[src/rtl/player_move_ctrl_if.sv]
// Button inputs and position outputs of the player movement controller.
// The controller is the slave; whatever drives the buttons is the master.
interface player_move_ctrl_if;
    logic       i_player_up;
    logic       i_player_down;
    logic       i_player_left;
    logic       i_player_right;
    logic [4:0] o_player_x;
    logic [3:0] o_player_y;
    logic       o_reset;

    modport master (
        output i_player_up, i_player_down, i_player_left, i_player_right,
        input  o_player_x, o_player_y, o_reset
    );

    modport slave (
        input  i_player_up, i_player_down, i_player_left, i_player_right,
        output o_player_x, o_player_y, o_reset
    );
endinterface

[src/rtl/player_move_ctrl.sv]
// Player tile-position controller: debounces four direction buttons and steps the
// player one tile per button release, clamped to the play field (x 1..20, y 0..14).
// Reaching the top row respawns the player at its origin on the following cycle.
module player_move_ctrl #(
    parameter logic [4:0]  PLAYER_ORIGIN_X = 5'd11,
    parameter logic [3:0]  PLAYER_ORIGIN_Y = 4'd14,
    parameter int unsigned DEBOUNCE_LIMIT  = 250000
) (
    input logic               i_Clk,
    input logic               i_reset,
    player_move_ctrl_if.slave bus
);

    localparam int unsigned     CntW   = (DEBOUNCE_LIMIT > 2) ? $clog2(DEBOUNCE_LIMIT) : 1;
    localparam logic [CntW-1:0] CntMax = CntW'(DEBOUNCE_LIMIT - 1);

    localparam logic [4:0] XMin = 5'd1;
    localparam logic [4:0] XMax = 5'd20;
    localparam logic [3:0] YMax = 4'd14;

    // Bit order used for all per-button vectors: 0 up, 1 down, 2 left, 3 right.
    logic [3:0] raw;
    logic [3:0] stable;
    logic [3:0] prev_q;
    logic [3:0] release_evt;

    logic [4:0] x_q, x_d;
    logic [3:0] y_q, y_d;
    logic       rst_out_q;

    assign raw = {bus.i_player_right, bus.i_player_left, bus.i_player_down, bus.i_player_up};

    for (genvar b = 0; b < 4; b++) begin : g_debounce
        logic [CntW-1:0] cnt_q;
        logic            stable_q;

        // A new level is accepted only after it has been seen for DEBOUNCE_LIMIT edges in a row.
        always_ff @(posedge i_Clk or posedge i_reset) begin
            if (i_reset) begin
                cnt_q    <= '0;
                stable_q <= 1'b0;
            end else if (raw[b] != stable_q) begin
                if (cnt_q == CntMax) begin
                    stable_q <= raw[b];
                    cnt_q    <= '0;
                end else begin
                    cnt_q <= cnt_q + 1'b1;
                end
            end else begin
                cnt_q <= '0;
            end
        end

        assign stable[b] = stable_q;
    end

    // Delayed copy of the debounced levels for falling-edge (release) detection.
    always_ff @(posedge i_Clk or posedge i_reset) begin
        if (i_reset) begin
            prev_q <= '0;
        end else begin
            prev_q <= stable;
        end
    end

    assign release_evt = ~stable & prev_q;

    // Next position: respawn overrides everything, otherwise the highest-priority release moves.
    always_comb begin
        x_d = x_q;
        y_d = y_q;
        if (y_q == 4'd0) begin
            x_d = PLAYER_ORIGIN_X;
            y_d = PLAYER_ORIGIN_Y;
        end else if (release_evt[0]) begin
            // y_q is known non-zero here, so the step up never underflows.
            y_d = y_q - 4'd1;
        end else if (release_evt[1]) begin
            if (y_q < YMax) begin
                y_d = y_q + 4'd1;
            end
        end else if (release_evt[2]) begin
            if (x_q > XMin) begin
                x_d = x_q - 5'd1;
            end
        end else if (release_evt[3]) begin
            if (x_q < XMax) begin
                x_d = x_q + 5'd1;
            end
        end
    end

    // Position registers plus the downstream reset flag, which drops on the first edge out of reset.
    always_ff @(posedge i_Clk or posedge i_reset) begin
        if (i_reset) begin
            x_q       <= PLAYER_ORIGIN_X;
            y_q       <= PLAYER_ORIGIN_Y;
            rst_out_q <= 1'b1;
        end else begin
            x_q       <= x_d;
            y_q       <= y_d;
            rst_out_q <= 1'b0;
        end
    end

    assign bus.o_player_x = x_q;
    assign bus.o_player_y = y_q;
    assign bus.o_reset    = rst_out_q;

endmodule

[src/flat_wrapper.sv]
// flat-port wrapper written by rule: the top's interface ports become plain ports
module player_move_ctrl_flat 
#(
    parameter logic [4:0]  PLAYER_ORIGIN_X = 5'd11,
    parameter logic [3:0]  PLAYER_ORIGIN_Y = 4'd14,
    parameter int unsigned DEBOUNCE_LIMIT  = 250000
)
  (i_Clk, i_reset, bus_i_player_up, bus_i_player_down, bus_i_player_left, bus_i_player_right, bus_o_player_x, bus_o_player_y, bus_o_reset);
  player_move_ctrl_if bus_i ();
  input logic i_Clk;
  input logic i_reset;
  input wire logic [$bits(bus_i.i_player_up)-1:0] bus_i_player_up;
  input wire logic [$bits(bus_i.i_player_down)-1:0] bus_i_player_down;
  input wire logic [$bits(bus_i.i_player_left)-1:0] bus_i_player_left;
  input wire logic [$bits(bus_i.i_player_right)-1:0] bus_i_player_right;
  output wire logic [$bits(bus_i.o_player_x)-1:0] bus_o_player_x;
  output wire logic [$bits(bus_i.o_player_y)-1:0] bus_o_player_y;
  output wire logic [$bits(bus_i.o_reset)-1:0] bus_o_reset;
  assign bus_i.i_player_up = bus_i_player_up;
  assign bus_i.i_player_down = bus_i_player_down;
  assign bus_i.i_player_left = bus_i_player_left;
  assign bus_i.i_player_right = bus_i_player_right;
  assign bus_o_player_x = bus_i.o_player_x;
  assign bus_o_player_y = bus_i.o_player_y;
  assign bus_o_reset = bus_i.o_reset;
  player_move_ctrl #(.PLAYER_ORIGIN_X(PLAYER_ORIGIN_X), .PLAYER_ORIGIN_Y(PLAYER_ORIGIN_Y), .DEBOUNCE_LIMIT(DEBOUNCE_LIMIT)) u_core (.i_Clk(i_Clk), .i_reset(i_reset), .bus(bus_i));
endmodule
[config.mk]
export PLATFORM = sky130hd
export DESIGN_NAME = player_move_ctrl_flat
export DESIGN_NICKNAME = d
export VERILOG_FILES = /design/src/rtl/player_move_ctrl_if.sv /design/src/rtl/player_move_ctrl.sv /design/src/flat_wrapper.sv
export SDC_FILE = /design/constraint.sdc
export NUM_CORES = 1
export LEC_CHECK = 0
export CORE_ASPECT_RATIO = 0.5
export CORE_MARGIN = 8
export CORE_UTILIZATION = 37
export DETAILED_ROUTE_END_ITERATION = 16
export GPL_TIMING_DRIVEN = 0
export PLACE_DENSITY = 0.49
export SLEW_MARGIN = 15
export SYNTH_ARGS = -nofsm -noshare
export SYNTH_HDL_FRONTEND = slang
export SYNTH_SLANG_ARGS = --single-unit
[constraint.sdc]
create_clock -name i_Clk -period 3.9 [get_ports i_Clk]
set_input_delay 0.975 -clock i_Clk [delete_from_list [all_inputs] [get_ports i_Clk]]
set_output_delay 0.975 -clock i_Clk [all_outputs]
set_load 0.01 [all_outputs]
==> flow_summary.toml <==
[die]
initial_core_util_pct = 37.5
num_io_pins = 16
die_x_um = 175
die_h_um = 95.7
dieArea_um2 = 16800
core_area_um2 = 12500
num_rows = 29

[global_route]
antenna_found_initial = 0
grt_pass1_wl_mm = 16.5
track_usage_pct = 11.9
grt_start_max_net_pins = 50
overflow = 0
grt_pass1_vias = 3506

[job]
cap_violations = 0

[detailed_routing]
drtPass1Iterations = 4
m1WireLength_mm = 4.74
ant_nets = 0
dr_total_vias = 3520
post-route-drc-count = 0
met3_length_um = 358
top_layer = "met4"
drt_wl_total_mm = 9.24
wl_per_cell_um = 13.5
drt-initial-drc-count = 270
wl_met2_mm = 4.05
via_per_inst = 5.13

[placed_design]
post_dp_cell_area_um2 = 5090
place_congestion = 0.754
place_inst = 670
port_buffers = 15
dp_hpwl_mm = 6.34

[layout]
areaGrowthSynthToFinish_pct = 14.2
fillerInstances = 1245
nNetsFinal = 527
seq_area_um2 = 2260
fin_area_um2 = 5360
multi_input_area_um2 = 2290
layoutNonFillerInstCount = 686
fin_util_pct = 42.8
diodes = 0
drive_gt1_share_pct = 8.91

[clock_network]
htreeDepth = 3
ctsRootBufferMaster = "clkbuf_16"
clk_transition_reported_paths_ns = 0.06
clk_latency_ns = 0.34
cts_setup_buffers = 0
cts_hold_buf = 0
ctsResizeCount = 0
numCtsBuffers = 9
cts_buffer_depth = 2
cts_tree = "yes"
clock-sinks = 90

[worst_setup_path]
crit_start = "u_core.bus.o_player_x[0]"
worstPathMaxFanout = 9
path_class = "reg2out"
cpMaxStageDelayCell = "dfstp_2"
worstSetupEndpointType = "output pin"
critical_path_buf_inv_count = 1
r2r-start = "u_core.g_debounce[0].stable_q"
reg2reg_slack_ns = 1.52
crit_path_start_kind = "flip-flop"
path_cells = "clkdlybuf4s50_1"
cpLargestDelayFamily = "flip-flops"
critical_path_arrival_ns = 1.52
cpPeakStageDelay_ns = 0.62
worstPathRequired_ns = 2.92

[logic_synthesis]
post_synth_num_cell_types = 52
syn_area_um2 = 4690
yosysSeqAreaShare_pct = 48.2
syn_inst = 484
synth_edf_count = 0
syn_avg_cell_area_um2 = 9.70
ys_seq_elements = 90
ys_warn_count = 0
ys.flop_type = "dfrtp_1"
async_flop_share_pct = 100
syn_nets = 500

[timing]
maxSlewViolCount = 0
max_freq_mhz = 402
finClkSkew_ns = 0.00717
hold_violations = 0
fin_tns_setup_ns = 0
period_share_pct = 63.8
tightestPinTransition_ns = 0.886
rsz0062_at_grt = "no"
setup_viol = 0
slew_headroom_pct = 40.3
period_needed_ns = 2.49

[power]
power_leakage_uw = 0.00212
peakVddDrop_mv = 0.205
powerDensity_nw_per_um2 = 342

[hold_path]
min_path_type = "reg2reg"
hp-start = "u_core.g_debounce[0].stable_q"

[outcome]
status = "complete, no violations"
==> per-stage QoR <==
step                total power, uW  worst slack (ns)  hold WS, ns
floorplan                      1020             0.601        0.400
CTS                            1870              1.38        0.454
global route                   1920              1.25        0.474
detailed placement             1040              1.55        0.435
global placement               1040            -0.989        0.430
finish                         1830              1.41        0.446
==> kinds of logic after synthesis <==
logic type / Yosys count / synth area share [%]
xor+xnor: 49 / 9.14
buf+inv: 35 / 3.04
other cells: 1 / 0.0799
mux: 8 / 1.84
compound gates: 65 / 9.62
flops: 90 / 48.2
fa+ha+maj: 10 / 2.83
simple gates: 226 / 25.3
==> layout by cell type, fill, tap and decap left out, types with 4 or more instances in the layout <==
master	instances
a21oi_1	25
buf_2	6
clkbuf_1	7
clkbuf_16	9
clkdlybuf4s50_1	15
dfrtp_1	83
dfstp_2	7
ha_1	9
inv_1	24
mux2_2	5
nand2_1	32
nand2b_1	6
nand3_1	26
nand4_1	12
nor2_1	69
nor2b_1	4
nor3_1	9
nor4_1	19
o21ai_0	14
o31ai_1	10
or3_1	13
or4_1	15
xnor2_1	33
xor2_1	16
==> report_power, final <==
group / switching [uW] / total (uW) / internal (uW)
combinational: 44.5 / 67.8 / 23.3
clock: 341 / 810 / 469
sequential: 10.2 / 955 / 945
==> cell usage after synthesis, drive strengths merged, types with 2 or more instances <==
| library cell | n | area (um^2) |
|---|---|---|
| a21oi | 25 | 125 |
| and3 | 3 | 18.8 |
| buf | 8 | 41.3 |
| clkbuf | 2 | 7.51 |
| dfrtp | 83 | 2080 |
| dfstp | 7 | 184 |
| ha | 9 | 113 |
| inv | 25 | 93.8 |
| mux2 | 5 | 56.3 |
| mux2i | 3 | 30.0 |
| nand2 | 32 | 120 |
| nand2b | 6 | 37.5 |
| nand3 | 29 | 160 |
| nand4 | 13 | 96.3 |
| nor2 | 69 | 259 |
| nor2b | 4 | 25.0 |
| nor3 | 10 | 55.1 |
| nor4 | 19 | 119 |
| nor4b | 3 | 26.3 |
| o21ai | 14 | 70.1 |
| o31ai | 10 | 75.1 |
| o41ai | 6 | 93.9 |
| or2 | 3 | 18.8 |
| or3 | 13 | 81.3 |
| or4 | 15 | 113 |
| or4b | 2 | 20.0 |
| xnor2 | 33 | 289 |
| xor2 | 16 | 140 |
==> layout make-up <==
| cell class | count | area share [%] |
|---|---|---|
| plain buffers | 10 | 0.911 |
| clock buffers | 16 | 5.07 |
| inverters | 25 | 1.80 |
| multi-input cells | 359 | 42.8 |
| flip-flops and latches | 90 | 42.2 |
| well taps | 170 | 3.97 |
| repair buffers | 16 | 3.32 |
==> state kept, by name, summed over array words and instances (netlist names) <==
name,flops
u_core.bus.o_player_x,5
u_core.g_debounce.stable_q,4
u_core.bus.o_reset,1
u_core.prev_q,4
u_core.bus.o_player_y,4
u_core.g_debounce.cnt_q,72
==> routing by layer <==
| metal | vias to the layer above | track usage, % |
|---|---|---|
| met2 | 28 | 19.6 |
| met4 | 0 | 3.64 |
| met3 | 7 | 3.44 |
| met1 | 1713 | 15.0 |
| li1 | 1772 | - |
| met5 | - | 0 |
==> path summary, 6_finish.rpt <==
check                                                  to  cells after the start
setup reg to reg                 u_core.bus.o_player_y[3]                      8
setup / recovery                        bus_o_player_x[0]                      1
hold / removal                           u_core.prev_q[0]                      0
hold reg to reg                          u_core.prev_q[0]                      0
min in group asynchronous  u_core.g_debounce[0].cnt_q[15]                      2
max in group asynchronous        u_core.bus.o_player_x[3]                      3
(Power assumes the default switching activity.)
